`config.mk`:
```
export PLATFORM = sky130hd
export DESIGN_NAME = text_overlay_ctrl
export DESIGN_NICKNAME = d
export VERILOG_FILES = /design/src/rtl/text_overlay_ctrl_pkg.sv /design/src/rtl/text_overlay_ctrl_sel_debounce.sv /design/src/rtl/text_overlay_ctrl.sv
export SDC_FILE = /design/constraint.sdc
export NUM_CORES = 1
export LEC_CHECK = 0
export CAP_MARGIN = 20
export CORE_ASPECT_RATIO = 0.9
export CORE_MARGIN = 2
export CORE_UTILIZATION = 34
export DETAILED_ROUTE_END_ITERATION = 10
export PLACE_DENSITY_LB_ADDON = 0.05
export SKIP_CTS_REPAIR_TIMING = 1
export SYNTH_ARGS = -nofsm -noshare
export SYNTH_HDL_FRONTEND = slang
export SYNTH_SLANG_ARGS = --single-unit
```
`constraint.sdc`:
```
create_clock -name pclk -period 5.6 [get_ports pclk]
set_input_delay 1.12 -clock pclk [delete_from_list [all_inputs] [get_ports pclk]]
set_output_delay 1.12 -clock pclk [all_outputs]
set_load 0.005 [all_outputs]
```
`src/rtl/text_overlay_ctrl_pkg.sv`:
```
// Shared types and constants for the text overlay controller:
// debounce FSM states, text box geometry, reset filter selection.
package text_overlay_ctrl_pkg;

    typedef enum logic [1:0] {
        STABLE  = 2'd0,
        COUNT   = 2'd1,
        PENDING = 2'd2
    } deb_state_t;

    localparam int TEXT_CHARS = 30;
    localparam int GLYPH_W    = 8;
    localparam int GLYPH_H    = 16;
    localparam int BOX_W      = TEXT_CHARS * GLYPH_W;

    localparam logic [3:0] SEL_RESET = 4'b0111;

    // One pixel's worth of timing plus background colour, carried down the pipeline.
    typedef struct packed {
        logic [10:0] hcount;
        logic [10:0] vcount;
        logic        hsync;
        logic        vsync;
        logic        hblnk;
        logic        vblnk;
        logic [11:0] rgb;
    } pix_t;

endpackage

```
`src/rtl/text_overlay_ctrl_sel_debounce.sv`:
```
// Synchronises and debounces the filter-select switches; a settled value is
// committed to sel only on a vblank rising edge so a frame is never torn.
module sel_debounce
    import text_overlay_ctrl_pkg::*;
#(
    parameter int DEBOUNCE_CYCLES = 1_000_000
) (
    input  logic       pclk,
    input  logic       rst_n,
    input  logic [3:0] sw,
    input  logic       vblnk_in,
    output logic [3:0] sel
);

    localparam int CNT_W = (DEBOUNCE_CYCLES > 1) ? $clog2(DEBOUNCE_CYCLES) : 1;
    localparam logic [CNT_W-1:0] CNT_LAST = CNT_W'(DEBOUNCE_CYCLES - 1);

    logic [3:0]       r_swMeta;
    logic [3:0]       r_swSync;
    logic             r_vblnkPrev;
    deb_state_t       r_state;
    logic [CNT_W-1:0] r_cnt;
    logic [3:0]       r_cand;
    logic [3:0]       r_sel;

    deb_state_t       w_stateNext;
    logic [CNT_W-1:0] w_cntNext;
    logic [3:0]       w_candNext;
    logic [3:0]       w_selNext;
    logic             w_vblnkRise;

    assign w_vblnkRise = vblnk_in & ~r_vblnkPrev;
    assign sel         = r_sel;

    always_ff @(posedge pclk or negedge rst_n) begin
        if (!rst_n) begin
            r_swMeta    <= SEL_RESET;
            r_swSync    <= SEL_RESET;
            r_vblnkPrev <= 1'b0;
            r_state     <= STABLE;
            r_cnt       <= '0;
            r_cand      <= SEL_RESET;
            r_sel       <= SEL_RESET;
        end else begin
            r_swMeta    <= sw;
            r_swSync    <= r_swMeta;
            r_vblnkPrev <= vblnk_in;
            r_state     <= w_stateNext;
            r_cnt       <= w_cntNext;
            r_cand      <= w_candNext;
            r_sel       <= w_selNext;
        end
    end

    // r_cand tracks the value being timed; a different synchronised value restarts the count.
    always_comb begin
        w_stateNext = r_state;
        w_cntNext   = r_cnt;
        w_candNext  = r_cand;
        w_selNext   = r_sel;
        case (r_state)
            STABLE: begin
                if (r_swSync != r_sel) begin
                    w_stateNext = COUNT;
                    w_cntNext   = '0;
                    w_candNext  = r_swSync;
                end
            end
            COUNT: begin
                if (r_swSync == r_sel) begin
                    w_stateNext = STABLE;
                    w_cntNext   = '0;
                end else if (r_swSync != r_cand) begin
                    w_cntNext  = '0;
                    w_candNext = r_swSync;
                end else if (r_cnt == CNT_LAST) begin
                    w_stateNext = PENDING;
                end else begin
                    w_cntNext = r_cnt + 1'b1;
                end
            end
            PENDING: begin
                if (r_swSync != r_cand) begin
                    w_stateNext = COUNT;
                    w_cntNext   = '0;
                    w_candNext  = r_swSync;
                end else if (w_vblnkRise) begin
                    w_stateNext = STABLE;
                    w_cntNext   = '0;
                    w_selNext   = r_cand;
                end
            end
            default: begin
                w_stateNext = STABLE;
                w_cntNext   = '0;
            end
        endcase
    end

endmodule

```
`src/rtl/text_overlay_ctrl.sv`:
```
// Three-stage pixel pipeline that overlays a 30x1 character text box on the
// incoming video, plus the debounced filter-select register.
module text_overlay_ctrl
    import text_overlay_ctrl_pkg::*;
#(
    parameter int          TEXT_X          = 16,
    parameter int          TEXT_Y          = 16,
    parameter int          DEBOUNCE_CYCLES = 1_000_000,
    parameter logic [11:0] TEXT_RGB        = 12'hFFF
) (
    input  logic        pclk,
    input  logic        rst_n,
    input  logic [3:0]  sw,
    input  logic [10:0] hcount_in,
    input  logic [10:0] vcount_in,
    input  logic        hsync_in,
    input  logic        vsync_in,
    input  logic        hblnk_in,
    input  logic        vblnk_in,
    input  logic [11:0] rgb_in,
    output logic [3:0]  sel,
    output logic [4:0]  char_xy,
    input  logic [6:0]  char_code,
    output logic [10:0] font_addr,
    input  logic [7:0]  font_line,
    output logic [10:0] hcount_out,
    output logic [10:0] vcount_out,
    output logic        hsync_out,
    output logic        vsync_out,
    output logic        hblnk_out,
    output logic        vblnk_out,
    output logic [11:0] rgb_out
);

    localparam logic [10:0] BOX_X0 = 11'(TEXT_X);
    localparam logic [10:0] BOX_Y0 = 11'(TEXT_Y);
    localparam logic [10:0] BOX_WL = 11'(BOX_W);
    localparam logic [10:0] BOX_HL = 11'(GLYPH_H);

    pix_t        w_pixIn;
    logic [10:0] w_hOff;
    logic [10:0] w_vOff;
    logic        w_inBox;

    pix_t        r_pix1, r_pix2, r_pix3;
    logic [4:0]  r_charXy;
    logic [3:0]  r_row1;
    logic [2:0]  r_bit1, r_bit2, r_bit3;
    logic        r_inBox1, r_inBox2, r_inBox3;
    logic [10:0] r_fontAddr;

    sel_debounce #(
        .DEBOUNCE_CYCLES(DEBOUNCE_CYCLES)
    ) u_debounce (
        .pclk    (pclk),
        .rst_n   (rst_n),
        .sw      (sw),
        .vblnk_in(vblnk_in),
        .sel     (sel)
    );

    assign w_pixIn = '{hcount: hcount_in, vcount: vcount_in, hsync: hsync_in,
                       vsync: vsync_in, hblnk: hblnk_in, vblnk: vblnk_in, rgb: rgb_in};

    // Offsets wrap to large values left of / above the box, so one compare per axis suffices.
    assign w_hOff  = hcount_in - BOX_X0;
    assign w_vOff  = vcount_in - BOX_Y0;
    assign w_inBox = (w_hOff < BOX_WL) && (w_vOff < BOX_HL);

    always_ff @(posedge pclk or negedge rst_n) begin
        if (!rst_n) begin
            r_pix1     <= '0;
            r_pix2     <= '0;
            r_pix3     <= '0;
            r_charXy   <= '0;
            r_row1     <= '0;
            r_bit1     <= '0;
            r_bit2     <= '0;
            r_bit3     <= '0;
            r_inBox1   <= 1'b0;
            r_inBox2   <= 1'b0;
            r_inBox3   <= 1'b0;
            r_fontAddr <= '0;
        end else begin
            r_pix1     <= w_pixIn;
            r_charXy   <= w_inBox ? w_hOff[7:3] : 5'd0;
            r_row1     <= w_vOff[3:0];
            r_bit1     <= w_hOff[2:0];
            r_inBox1   <= w_inBox;

            r_pix2     <= r_pix1;
            r_fontAddr <= {char_code, r_row1};
            r_bit2     <= r_bit1;
            r_inBox2   <= r_inBox1;

            r_pix3     <= r_pix2;
            r_bit3     <= r_bit2;
            r_inBox3   <= r_inBox2;
        end
    end

    assign char_xy    = r_charXy;
    assign font_addr  = r_fontAddr;
    assign hcount_out = r_pix3.hcount;
    assign vcount_out = r_pix3.vcount;
    assign hsync_out  = r_pix3.hsync;
    assign vsync_out  = r_pix3.vsync;
    assign hblnk_out  = r_pix3.hblnk;
    assign vblnk_out  = r_pix3.vblnk;

    // font_line is already registered inside the ROM, so stage 3 only muxes it against stage-3 state.
    always_comb begin
        rgb_out = r_pix3.rgb;
        if (r_pix3.hblnk || r_pix3.vblnk) begin
            rgb_out = 12'h000;
        end else if (r_inBox3 && font_line[3'd7 - r_bit3]) begin
            rgb_out = TEXT_RGB;
        end
    end

endmodule

```
# [Word level (Yosys, flattened, before mapping)]
# Index checks and enable logic that the tools add are counted.
[op_classes] magnitude_cmp=3 mux=23 eq_ne=12 n_bitwise=3 addsub=4 reduce_logical=9
[ops] cell="$mux 20" count=6
[ops] cell="$pmux 20 s3" count=1
[ops] cell="$mux 12" count=2
[ops] cell="$sub 11x5->11 const B" count=2
[ops] cell="$add 20x1->20 const B" count=1
[ops] cell="$eq 20x20->1 const B" count=1
[ops] cell="$mux 2" count=6
[ops] cell="$mux 4" count=3
[ops] cell="$pmux 4 s3" count=1
[ops] cell="$lt 11x5->1 const B" count=1
[ops] cell="$lt 11x8->1 const B" count=1
[ops] cell="$reduce_and 3->1" count=3
[ops] cell="$ne 4x4->1" count=2
[ops] cell="$ne 3x1->1 const B" count=2
[ops] cell="$pmux 2 s3" count=1
[ops] cell="$mux 5" count=1
[ops] cell="$eq 4x4->1" count=1
[ops] cell="$lt 3x4->1 const B" count=1
[ops] cell="$ne 4x2->1 const B" count=1
[ops] cell="$reduce_and 4->1" count=1
[ops] cell="$bmux 1 s3" count=1
[ops] cell="$ne 3x2->1 const B" count=1
[ops] cell="$reduce_bool 3->1" count=1
[ops] cell="$sub 3x3->3 const A" count=1
[ops] cell="other kinds (10)" count=12
[totals] output_inout_bits=58 reg_bits=184 wordCells=90

# [Depth between registers and ports, before layout]
[depth] ltp_word=6 depth_mapped=8 depth_no_buf=7

# [By module]
# A second synthesis with hierarchy kept.
[hier_totals] hier_cells=418 area_unflattened_um2=5861.9
[by_module_without_submodules] module="text_overlay_ctrl" cells_each=212 instances=1 area_per_inst_um2=3834.9
[by_module_without_submodules] module="sel_debounce" cells_each=206 instances=1 area_per_inst_um2=2026.9

# [Worst setup path before layout]
# OpenSTA, ideal clock, no wires.
[synth_timing] kind="input to output" from="input port font_line[0]" to="output port rgb_out[10]" arrival_time_ns=2.144 setup_slack_ns=2.336 cell_stages=5 cell_sequence="mux4_2 -> mux2i_1 -> nor2b_1 -> clkbuf_1 -> o21a_1"
[synth_between] elab_chain_cells=5
[synth_rtl] element="start, declared" line_no="text_overlay_ctrl.sv:25" text="input logic [7:0] font_line,"
[synth_rtl] element="$bmux 1 s3" line_no="text_overlay_ctrl.sv:116" text="end else if (r_inBox3 && font_line[3'd7 - r_bit3]) begin"
[synth_rtl] element="$mux 1 (not written as such)" line_no="text_overlay_ctrl.sv:116"
[synth_rtl] element="$logic_and 1x1->1" line_no="text_overlay_ctrl.sv:116"
[synth_rtl] element="$mux 12" line_no="text_overlay_ctrl.sv:116"
[synth_rtl] element="$mux 12" line_no="text_overlay_ctrl.sv:114" text="if (r_pix3.hblnk || r_pix3.vblnk) begin"
[synth_rtl] element="end, declared" line_no="text_overlay_ctrl.sv:32" text="output logic [11:0] rgb_out"
# No other way between the ends. The select of a mux whose other input is x is not followed.

# [Worst setup path after layout]
[layout_timing] from="input port font_line[1]" to="output port rgb_out[11]"
# Same word-level chain as after synthesis.

==> results.py <==
metrics = {
    "floorplanning": {
        "ios": 117,
        "die_h_um": 128,
        "core_um2": 16800,
        "start_util": 0.346,
        "die_w_um": 142,
        "dieArea_um2": 18100,
        "rows": 45,
    },
    "global_route": {
        "met1_usage": 0.176,
        "overflow": 0,
        "grt_max_degree": 89,
        "track_usage": 0.133,
        "antenna_found_initial": 0,
        "busiest_layer": "met2",
        "met3_usage": 0.0463,
        "grt_pass1_vias": 3420,
        "met2_usage": 0.197,
        "grt_pass1_wl_mm": 18.3,
    },
    "job": {
        "cap_violations": 0,
    },
    "yosys": {
        "ys_seq_area_frac": 0.722,
        "synth_warnings": 0,
        "synth_seq_cells": 167,
        "synth_nets": 463,
        "synth_edf_count": 0,
        "ys_types": 44,
        "syn_inst": 397,
        "avgSynthCellArea_um2": 14.6,
        "synth-main-ff-cell": "dfrtp_1",
        "synth_area_um2": 5810,
        "synthArstFlopShare": 1.00,
    },
    "setup_path": {
        "crit_chain": "clkdlybuf4s50_1 > mux4_2 > mux2i_1 > nor2b_1 > o21a_1 > clkdlybuf4s50_1",
        "crit_arrival_ns": 3.28,
        "start_kind": "primary input",
        "cp-end-kind": "output pin",
        "slowest_stage": "nor2b_1",
        "worstPathRequired_ns": 4.48,
        "path_max_fanout": 12,
        "critPathTopFamily": "buffers and inverters",
        "path_class": "primary input to output pin",
        "max_stage_delay_ns": 0.70,
        "cp_num_buf_inv": 2,
        "crit_top_cell": "clkdlybuf4s50_1",
    },
    "drt": {
        "drt_iter0_markers": 125,
        "viasPerCell": 4.59,
        "drt_wl_total_mm": 10.9,
        "routed-via-count": 3324,
        "drc": 0,
        "post_drt_wl_per_cell_um": 15.0,
        "postRouteAntennaNets": 0,
        "drt_pre_antenna_iters": 6,
    },
    "clocking": {
        "cts_tree": "yes",
        "clk_path_buf_depth": 2,
        "htreeDepth": 4,
        "cts_buffers": 17,
        "cts-root-buf": "clkbuf_16",
        "cts.sinks": 167,
        "path_clk_slew_ns": 0.07,
        "clk_latency_ns": 0.42,
    },
    "final_layout": {
        "final_nets": 566,
        "fill_cells": 1508,
        "num_antenna_cells": 0,
        "area_growth_pct": 30.8,
        "drive_gt1_frac": 0.131,
    },
    "sta": {
        "fin_skew_ns": 0.00854,
        "setup_viol": 0,
        "setup_ws_ns": 1.20,
        "max_slew_margin": 0.387,
        "max_freq_mhz": 227,
        "hold_violations": 0,
        "period_share": 0.786,
        "worstMarginPinSlew_ns": 0.916,
        "fin_setup_tns_ns": 0,
        "period_needed_ns": 4.40,
        "slew_viol_final": 0,
        "rsz0062_at_grt": "no",
    },
    "power": {
        "p_leak_nw": 3.16,
        "peakVddDrop_uv": 199,
        "powerDensity_nw_per_um2": 351,
    },
    "status": {
        "outcome": "complete, no violations",
    },
    "placement": {
        "io_buffers": 116,
        "dpl.hpwl_mm": 7.32,
        "gp_congestion": 0.754,
        "dp_worst_setup_slack_ns": 1.20,
    },
    "min_path": {
        "holdCritPathClass": "flip-flop to flip-flop",
    },
}
[report_power, final]
part           switching (W)  internal [W]  leakage [nW]
combinational      0.0000983      0.000107         0.866
clock               0.000493      0.000682         0.290
sequential         0.0000229       0.00126          2.00
[state kept, by name (all words and copies together) (netlist names), 2 cells and up]
signal	count
char_xy	5
font_addr	11
hcount_out	9
r_bit1	2
r_bit2	2
r_bit3	2
r_pix1	32
r_pix2	32
r_pix3	12
r_row1	3
u_debounce.r_cand	4
u_debounce.r_cnt	20
u_debounce.r_state	2
u_debounce.r_swMeta	4
u_debounce.r_swSync	4
u_debounce.sel	4
vcount_out	11
[synth_stat cells (6+ instances only)]
library cell | number | area, µm²
dfrtp_1 | 155 | 3880
buf_4 | 26 | 195
nor2_1 | 18 | 67.6
o21ai_0 | 15 | 75.1
a21oi_1 | 14 | 70.1
inv_1 | 14 | 52.6
dfstp_2 | 12 | 315
o21a_1 | 12 | 90.1
o31ai_1 | 12 | 90.1
nand2_1 | 11 | 41.3
mux2_2 | 9 | 101
nand3_1 | 8 | 40.0
ha_1 | 7 | 87.6
nand4_1 | 7 | 43.8
or4_1 | 7 | 52.6
xnor2_1 | 7 | 61.3
or3_1 | 6 | 37.5
[cell families (layout without fill, tap and decap cells)]
logic type / Yosys count / in the layout / synth area share
compound gates: 68 / 68 / 0.0823
xor+xnor: 11 / 11 / 0.0166
fa+ha+maj: 7 / 7 / 0.0151
buf+inv: 49 / 165 / 0.0538
flops: 167 / 167 / 0.722
mux: 15 / 15 / 0.0323
simple gates: 80 / 80 / 0.0780
[placed cells by master (no fill, tap or decap), types with 3 or more instances in the layout]
cell type | synthesis | layout
a211oi_1 | 4 | 4
a21oi_1 | 14 | 14
clkbuf_16 | 0 | 17
clkdlybuf4s50_1 | 0 | 115
dfrtp_1 | 155 | 155
dfstp_2 | 12 | 12
ha_1 | 7 | 7
inv_1 | 14 | 14
inv_6 | 0 | 5
mux2_2 | 9 | 9
mux2i_1 | 3 | 3
nand2_1 | 11 | 11
nand3_1 | 8 | 8
nand4_1 | 7 | 7
nor2_1 | 18 | 18
nor3_1 | 4 | 4
nor4_1 | 3 | 3
nor4bb_1 | 3 | 3
o21a_1 | 12 | 12
o21ai_0 | 15 | 15
o31ai_1 | 12 | 12
o41ai_1 | 4 | 4
or2_2 | 3 | 3
or3_1 | 6 | 6
or4_1 | 7 | 7
xnor2_1 | 7 | 7
xor2_1 | 4 | 4
[metal layers]
| layer | up-vias | share of wire |
|---|---|---|
| li1 | 1568 | - |
| met1 | 1659 | 0.45 |
| met2 | 83 | 0.47 |
| met3 | 14 | 0.063 |
| met4 | 0 | 0.017 |
| met5 | - | 0 |
[metrics by stage]
step	util	instances	cell area (µm²)	power, W	hold slack [ns]
after floorplan	-	397	5810	0.00141	0.331
after global routing	0.453	724	7600	0.00280	0.353
after detailed placement	0.417	691	6990	0.00152	0.335
final	0.453	724	7600	0.00267	0.341
after CTS	0.452	723	7590	0.00271	0.346
after global placement	0.417	691	6990	0.00151	0.331
[path summary, 6_finish.rpt]
kind,slack [ns],start,endpoint,cells after the start
worst min register to register,0.34,r_row1[2],font_addr[2],0
worst max register to register,2.74,u_debounce.r_swSync[1],u_debounce.r_cnt[18],5
max in group asynchronous,3.81,rst_n,font_addr[4],2
worst min-delay path,0.34,r_row1[2],font_addr[2],0
worst max-delay path,1.20,font_line[1],rgb_out[11],6
min in group asynchronous,0.74,rst_n,r_pix2[3],1
[layout make-up]
type                    instances  area (µm²)  area share
clock inverters                14         163      0.0214
well taps                     211         264      0.0347
inverters                      14        52.6     0.00691
repair buffers                119        1180       0.156
clock buffers                  18         439      0.0578
flip-flops and latches        167        4190       0.552
multi-input cells             181        1300       0.171
No activity file was read; power rests on OpenSTA's default activity.
